File: src/rtl/sqrt_range_pipe.sv
// Three-stage range reduction ahead of a square root: normalises the mantissa so the exponent is even, then halves the exponent.
// Optional zero_out result flag, enabled by defining SQRT_RANGE_ZERO_FLAG_EN.
module sqrt_range_pipe #(
   parameter int DATA_W = 21,
   parameter int EXP_W  = 6
) (
   input  logic                     clk,
   input  logic                     rst_n,
   input  logic                     in_valid,
   output logic                     in_ready,
   input  logic [DATA_W-1:0]        f_in,
   input  logic signed [EXP_W-1:0]  exp_in,
   output logic                     out_valid,
   input  logic                     out_ready,
   output logic [DATA_W-1:0]        f_out,
   output logic signed [EXP_W-1:0]  exp_out,
`ifdef SQRT_RANGE_ZERO_FLAG_EN
   output logic                     zero_out,
`endif
   output logic                     busy
);

   localparam int LZ_W = $clog2(DATA_W);
   localparam int SH_W = LZ_W + 1;

   // A wider mantissa than the exponent can absorb could overflow exp_out.
   if (DATA_W - 1 > 2 ** (EXP_W - 1)) begin : g_param_check
      $error("sqrt_range_pipe: DATA_W-1 exceeds 2^(EXP_W-1), exp_out may overflow");
   end

   logic                     s1_valid;
   logic [DATA_W-1:0]        s1_f;
   logic signed [EXP_W-1:0]  s1_exp;
   logic                     s2_valid;
   logic [DATA_W-1:0]        s2_f;
   logic signed [EXP_W-1:0]  s2_exp;
   logic signed [SH_W-1:0]   s2_sh;

   logic                     s3_ready;
   logic                     s2_ready;
   logic [LZ_W-1:0]          lz;
   logic                     found;
   logic signed [SH_W-1:0]   lz_s;
   logic signed [SH_W-1:0]   s1_sh;
   logic                     s2_zero;
   logic [DATA_W-1:0]        f_next;
   logic signed [EXP_W:0]    exp_diff;
   logic signed [EXP_W-1:0]  exp_next;

   assign s3_ready = !out_valid || out_ready;
   assign s2_ready = !s2_valid || s3_ready;
   assign in_ready = !s1_valid || s2_ready;
   assign busy     = s1_valid || s2_valid || out_valid;

   always_comb begin
      lz    = '0;
      found = 1'b0;
      for (int i = DATA_W - 1; i >= 0; i--) begin
         if (!found && s1_f[i]) begin
            lz    = LZ_W'(DATA_W - 1 - i);
            found = 1'b1;
         end
      end
   end

   // (exp - lz) is odd exactly when their LSBs differ; back off one shift to make it even.
   assign lz_s  = signed'({1'b0, lz});
   assign s1_sh = (s1_exp[0] ^ lz[0]) ? lz_s - SH_W'(1) : lz_s;

   assign s2_zero  = (s2_f == '0);
   assign exp_diff = (EXP_W + 1)'(s2_exp) - (EXP_W + 1)'(s2_sh);

   always_comb begin
      f_next   = '0;
      exp_next = '0;
      if (!s2_zero) begin
         if (s2_sh[SH_W-1]) begin
            f_next = s2_f >> 1;
         end else begin
            f_next = s2_f << s2_sh[SH_W-2:0];
         end
         exp_next = EXP_W'(exp_diff >>> 1);
      end
   end

   always_ff @(posedge clk or negedge rst_n) begin
      if (!rst_n) begin
         s1_valid <= 1'b0;
         s1_f     <= '0;
         s1_exp   <= '0;
      end else if (in_ready) begin
         s1_valid <= in_valid;
         if (in_valid) begin
            s1_f   <= f_in;
            s1_exp <= exp_in;
         end
      end
   end

   always_ff @(posedge clk or negedge rst_n) begin
      if (!rst_n) begin
         s2_valid <= 1'b0;
         s2_f     <= '0;
         s2_exp   <= '0;
         s2_sh    <= '0;
      end else if (s2_ready) begin
         s2_valid <= s1_valid;
         if (s1_valid) begin
            s2_f   <= s1_f;
            s2_exp <= s1_exp;
            s2_sh  <= s1_sh;
         end
      end
   end

   always_ff @(posedge clk or negedge rst_n) begin
      if (!rst_n) begin
         out_valid <= 1'b0;
         f_out     <= '0;
         exp_out   <= '0;
      end else if (s3_ready) begin
         out_valid <= s2_valid;
         if (s2_valid) begin
            f_out   <= f_next;
            exp_out <= exp_next;
         end
      end
   end

`ifdef SQRT_RANGE_ZERO_FLAG_EN
   always_ff @(posedge clk or negedge rst_n) begin
      if (!rst_n) begin
         zero_out <= 1'b0;
      end else if (s3_ready && s2_valid) begin
         zero_out <= s2_zero;
      end
   end
`endif

endmodule

File: config.mk
export PLATFORM = sky130hd
export DESIGN_NAME = sqrt_range_pipe
export DESIGN_NICKNAME = d
export VERILOG_FILES = /design/src/rtl/sqrt_range_pipe.sv
export SDC_FILE = /design/constraint.sdc
export NUM_CORES = 1
export LEC_CHECK = 0
export ABC_AREA = 1
export ABC_CLOCK_PERIOD_IN_PS = 2900
export BUFFER_PORTS_ARGS = -buffer_cell sky130_fd_sc_hd__buf_2
export CORE_UTILIZATION = 45
export CTS_BUF_LIST = sky130_fd_sc_hd__clkbuf_8 sky130_fd_sc_hd__clkbuf_16
export DETAILED_ROUTE_END_ITERATION = 7
export SKIP_CTS_REPAIR_TIMING = 1
export SYNTH_ARGS = -nofsm -noshare
export SYNTH_HDL_FRONTEND = slang
export SYNTH_SLANG_ARGS = --single-unit
File: constraint.sdc
create_clock -name clk -period 2.9 [get_ports clk]
set_input_delay 0.435 -clock clk [delete_from_list [all_inputs] [get_ports clk]]
set_output_delay 0.435 -clock clk [all_outputs]
set_load 0.005 [all_outputs]
==> results.txt, run 1 <==
share of the synthesized area in the top cell type = 45.2%
hold slack final = 71.4 ps
core box area = 10,800 um^2
root buf cell = clkbuf_8
Post-Syn Instances = 654
Wirelength per Cell = 15.5 um
Yosys cell types = 41
placed cell count = 837
Layout area overhead = 13.7%
post-synth top area cell = dfrtp_1
Sequential cell area = 2250 um^2
Die X = 107 um
syn nets = 692
first-pass GRT wire length = 21,600 um
Worst EP arrival = 2660 ps
Max clock buf depth = 2
grt total ovfl = 0
sequential area share after synthesis = 45.2%
Critical Path Fanout Max = 4
Die Area = 11,500 um^2
Ys Warns = 0
TritonRoute pass-1 iters = 4
# DRC = 0
total of max-cap violations = 0
ANT nets after route = 0
Startpoint Class = flip-flop
critical path capture point type = flip-flop
# port buffers = 60
Async S/R FF share, synth = 100%
synth cell count leaders = nand2_1, dfrtp_1, o21ai_0
PwrDens = 956 nW/um^2
Hold Crit Class = in2async
Crit path required time = 3130 ps
top_reg_cell synth = dfrtp_1
# clock sinks = 90
slew at the pin with the worst max-slew slack = 634 ps
main area contributors after synthesis = dfrtp_1, nand2_1, o21ai_0
DP Worst Slack = 494 ps
setup ws final = 474 ps
Final min period = 2430 ps
Post-synth EDFFs = 0
total track usage = 24.5%
Slew HR = 57.3%
LEAKAGE = 2.84 nW
Synth Cell Area = 4990 um^2
syn avg cell area = 7.62 um^2
top-count cell post-synth = nand2_1
final instance area = 5670 um^2
Final Setup Violations = 0
Ports = 61
vias in the first global route = 4,292
Filler Cell Count = 1,112
Worst Clk Skew = 7.26 ps
Final Hold Vio Count = 0
status = completed
H-tree Lvls = 3
Worst VDD drop = 351 uV
Std-Cell Rows = 38
cts bufs inserted = 9
Initial Utilization = 46.0%
RSZ-0062 raised after global routing = false
fmax = 412 MHz
antenna violations before repair = 0
vias = 4,456
crit path kind = reg2reg
multi-input logic area = 2370 um^2
Post-DP HPWL = 10,100 um
share of post-route cells with drive strength above 1 = 17.0%
Routed WL = 13,200 um
fin nets = 746
post-synthesis register bit count = 90
clock slew at reported path FFs = 90 ps
CTS tree = yes
DR iter-0 viols = 277
n_diodes = 0
clock latency on the worst-skew pair = 370 ps
Layout Cells excl Fill = 853
gpl congestion = 0.893
dpl cell area = 5460 um^2
routed vias/inst = 5.22
Die Ht = 107 um
final setup TNS = 0 ps
largest net degree at the start of global routing = 51
Max Transition Viols Final = 0
Tcrit/Tclk final = 83.7%
-- worst max-delay path: stages, from the launching register on --
cell and delay, ps:
dfrtp_1 430, nor2_4 160, nand2_1 80, nor2_2 90
nand4_2 110, nor2_2 140, nand4_2 110, nor2_2 140
nand4_2 100, nor2_2 110, nand4_2 120, nand2_1 110
nor2_1 80, ha_1 290, nand2_1 50, nand3_1 60
o21ai_0 100
-- per-layer routing --
layer | global-route usage, % | vias up | part of all wire, %
li1 | - | 2262 | -
met4 | 9.78 | 0 | 2.5
met3 | 3.63 | 19 | 3.9
met5 | 0 | - | 0
met2 | 39.9 | 103 | 46
met1 | 32.9 | 2072 | 48
-- sequential cells by signal, summed over array words and instances, names as in the netlist, 6 cells and up --
signal,flops
s2_sh,6
f_out,21
s1_f,21
s2_f,21
s1_exp,6
exp_out,6
s2_exp,6
-- cell usage in the layout, fill, tap and decap left out, types with 3 or more instances in the layout --
cell / synthesis / final
nand2_1: 174 / 174
dfrtp_1: 90 / 90
o21ai_0: 80 / 80
inv_1: 62 / 62
nor2_1: 59 / 59
buf_2: 4 / 59
a21oi_1: 46 / 46
nand3_1: 15 / 15
buf_4: 0 / 13
clkbuf_8: 0 / 10
o211ai_1: 9 / 9
nor2_2: 8 / 8
nand4_1: 7 / 7
mux2i_1: 6 / 6
ha_1: 6 / 6
nand4_2: 5 / 5
nor3_1: 5 / 5
o22ai_1: 5 / 5
mux2_2: 5 / 5
nand3_2: 3 / 3
or2_2: 3 / 3
a31oi_1: 3 / 3
inv_6: 0 / 3
-- final timing paths --
kind / start / to / slack, ps / depth (start not counted)
setup / recovery: s1_f[19] / s2_sh[1] / 470 / 16
hold / removal: rst_n / f_out[14] / 70 / 1
setup reg to reg: s1_f[19] / s2_sh[1] / 470 / 16
hold reg to reg: s1_exp[4] / s2_exp[4] / 480 / 2
max in group asynchronous: rst_n / f_out[7] / 2180 / 2
min in group clk: exp_in[2] / s1_exp[2] / 280 / 2
-- power by group --
group	total [W]	switching [W]	internal [W]
clock	0.000917	0.000485	0.000433
combinational	0.00250	0.00158	0.000923
sequential	0.00200	0.000366	0.00164
total	0.00542	0.00243	0.00299
-- layout make-up --
cell class              instances  share of cell area, %
multi-input cells             468                   41.8
flip-flops and latches         90                   39.7
repair buffers                 73                   7.29
inverters                      66                   4.37
well taps                     140                   3.09
clock buffers                  10                   2.43
clock inverters                 6                   1.28
-- per-stage QoR --
step	total power, W	util, %
6_report	0.00542	52.3
5_1_grt	0.00588	52.3
4_1_cts	0.00543	52.3
3_5_place_dp	0.00450	50.3
3_3_place_gp	0.00446	50.3
2_1_floorplan	0.00364	-
-- cells by family (layout without fill, tap and decap cells) --
kind of cell    Yosys count  count (layout)  share of synthesized area (%)
compound gates          161             161                           17.9
xor+xnor                  3               3                          0.527
fa+ha+maj                 7               7                           1.91
buf+inv                  96             155                           7.33
flops                    90              90                           45.2
mux                      11              11                           2.33
simple gates            286             286                           24.8
Power figures use the tool's default switching activity.
==> run 2, diff against run 1 <==
--- a/config.mk
+++ b/config.mk
@@ -6,7 +6,7 @@
 export NUM_CORES = 1
 export LEC_CHECK = 0
 export ABC_AREA = 1
-export ABC_CLOCK_PERIOD_IN_PS = 2900
+export ABC_CLOCK_PERIOD_IN_PS = 2300
 export BUFFER_PORTS_ARGS = -buffer_cell sky130_fd_sc_hd__buf_2
 export CORE_UTILIZATION = 45
 export CTS_BUF_LIST = sky130_fd_sc_hd__clkbuf_8 sky130_fd_sc_hd__clkbuf_16
==> constraint.sdc (replaced) <==
create_clock -name clk -period 2.3 [get_ports clk]
set_input_delay 0.345 -clock clk [delete_from_list [all_inputs] [get_ports clk]]
set_output_delay 0.345 -clock clk [all_outputs]
set_load 0.005 [all_outputs]
==> run 2 against run 1 <==
Effect of this change:
- the run now ends with negative setup slack left
- flip-flop and latch count did not move
- non-clock buffer count rose by 16
- cell area rose by 3.0%
- routed wire length rose by 3.7%
- worst hold slack improved by 130 ps
- clock skew fell by 1.7 ps
- combinational power rose by 31%
- cell count rose by 1.9%
- global-route usage rose by 0.62 points
- sequential share of layout area fell by 1.2 points
- fmax fell by 1.7%
- critical path depth did not move
==> results.txt, run 2 (synthesized netlist as in run 1, its figures left out) <==
critical path capture point type = flip-flop
CP peak stage delay = 430 ps
Crit path max-delay family = simple AND/OR/NAND/NOR gates
final setup TNS = -565 ps
Filler Cell Count = 1,128
H-tree Lvls = 3
Worst VDD drop = 477 uV
Die Ht = 107 um
Die Area = 11,500 um^2
hold path startpoint = exp_in[2]
clock slew at reported path FFs = 100 ps
crit path kind = reg2reg
Hold EP = s1_exp[2]
met2 wire length = 6500 um
most common cell after layout, fill and taps aside = nand2_1
Routed WL = 13,700 um
routed vias/inst = 5.22
cts bufs inserted = 9
LEAKAGE = 2.92 nW
setup ws final = -169 ps
Post-DP HPWL = 10,400 um
total track usage = 25.2%
M1 WL = 6290 um
Final Total Pwr = 0.00697 W
hold path cells = 2
Worst Clk Skew = 5.54 ps
first-pass GRT wire length = 21,900 um
FF-to-FF path depth = 16
Tcrit/Tclk final = 107%
gpl congestion = 0.928
PwrDens = 1190 nW/um^2
root buf cell = clkbuf_8
RSZ-0062 raised after global routing = true
failing checks = negative setup slack
Wirelength per Cell = 15.7 um
grt total ovfl = 0
Startpoint Class = flip-flop
# DRC = 0
Max Transition Viols Final = 0
Final Hold Vio Count = 0
clock latency on the worst-skew pair = 370 ps
# clock sinks = 90
CTS tree = yes
worst path bufs/invs = 1
status = finished, violations left
core box area = 10,800 um^2
fmax = 405 MHz
reg2reg start = s1_f[20]
final instance area = 5840 um^2
hold slack final = 203 ps
ANT nets after route = 0
Slowest-stage cell, CP = dfrtp_1
Die X = 107 um
cell mode on critical path = nor2_2
Slew HR = 62.2%
# port buffers = 60
Layout area overhead = 17.1%
Initial Utilization = 46.0%
Max clock buf depth = 2
n_diodes = 0
met3 WL post-DR = 484 um
Final min period = 2470 ps
Crit path required time = 2550 ps
Top Metal Used = met4
Critical Path Fanout Max = 4
vias = 4,535
total of max-cap violations = 0
vias in the first global route = 4,256
worst flop-to-flop path endpoint = s2_sh[1]
Std-Cell Rows = 38
fin nets = 762
largest net degree at the start of global routing = 50
TritonRoute pass-1 iters = 4
DR iter-0 viols = 301
slew at the pin with the worst max-slew slack = 567 ps
crit-path cells = nor2_4 > nand3_2 > nor2_2 > nand4_1 > nor2_2 > nand4_1 > nor2_2 > nand4_2 > nor2_2 > nor2_2 > nand2_2 > inv_2 > ha_4 > nand2_1 > nand3_1 > o21ai_1
biggest regs = f_out x21, s1_f x21, s2_f x21
Final Util = 53.9%
Worst EP arrival = 2720 ps
Final Setup Violations = 5
antenna violations before repair = 0
most frequent cells in the layout = nand2_1, dfrtp_1, o21ai_0
setup slack, reg-to-reg = -170 ps
Hold Crit Class = in2reg
Ports = 61
share of post-route cells with drive strength above 1 = 19.6%
dpl cell area = 5520 um^2
run 2: cell types whose count changed in the layout (fill, tap and decap cells not counted), sizes merged:
cell         change
buf             +15
clkbuf           +1
clkinvlp         -1
dlygate4sd3      +1
run 2: layer usage:
layer  track usage (%)  vias to the layer above
met5                 0                        -
li1                  -                     2301
met2              41.5                      117
met3              3.81                       31
met4              9.69                        0
met1              33.3                     2086
run 2: metrics by stage:
step	setup WS (ps)	cells
after CTS	-74.5	862
final	-169	869
after global routing	-311	869
after global placement	45.4	846
after floorplan	140	654
after detailed placement	-49.9	846
run 2: area by class of cell:
cell class / instances / area, um^2 / share of cell area [%]
multi-input combinational: 468 / 2410 / 41.3
sequential: 90 / 2250 / 38.6
timing repair buffer: 89 / 536 / 9.17
inverter: 66 / 248 / 4.24
tap: 140 / 175 / 3.00
clock buffer: 11 / 151 / 2.59
clock inverter: 5 / 65.1 / 1.11
run 2: worst reg2reg max path: stages, from the launching register on:
cell     delay (ps)
dfrtp_1         430
nor2_4          160
nand3_2          90
nor2_2          150
nand4_1         110
nor2_2          170
nand4_1         110
nor2_2          180
nand4_2         140
nor2_2          180
nor2_2           70
nand2_2          80
inv_2            50
ha_4            250
nand2_1          40
nand3_1          70
o21ai_1          70
run 2: how the worst max path moves through the flow:
stage	end	cells after the start	slack, ps	start
after global routing	s2_sh[2]	18	-310	s1_f[20]
final	s2_sh[1]	16	-170	s1_f[20]
after floorplan	exp_out[4]	13	140	s2_sh[2]
after global placement	s2_sh[1]	16	50	s1_f[19]
after detailed placement	s2_sh[2]	17	-50	s1_f[18]
after CTS	s2_sh[2]	17	-70	s1_f[18]
run 2: power breakdown:
group / total, W / switching [W] / internal (W) / leakage (nW)
combinational: 0.00327 / 0.00204 / 0.00123 / 1.73
clock: 0.00120 / 0.000622 / 0.000576 / 0.111
sequential: 0.00250 / 0.000434 / 0.00206 / 1.08
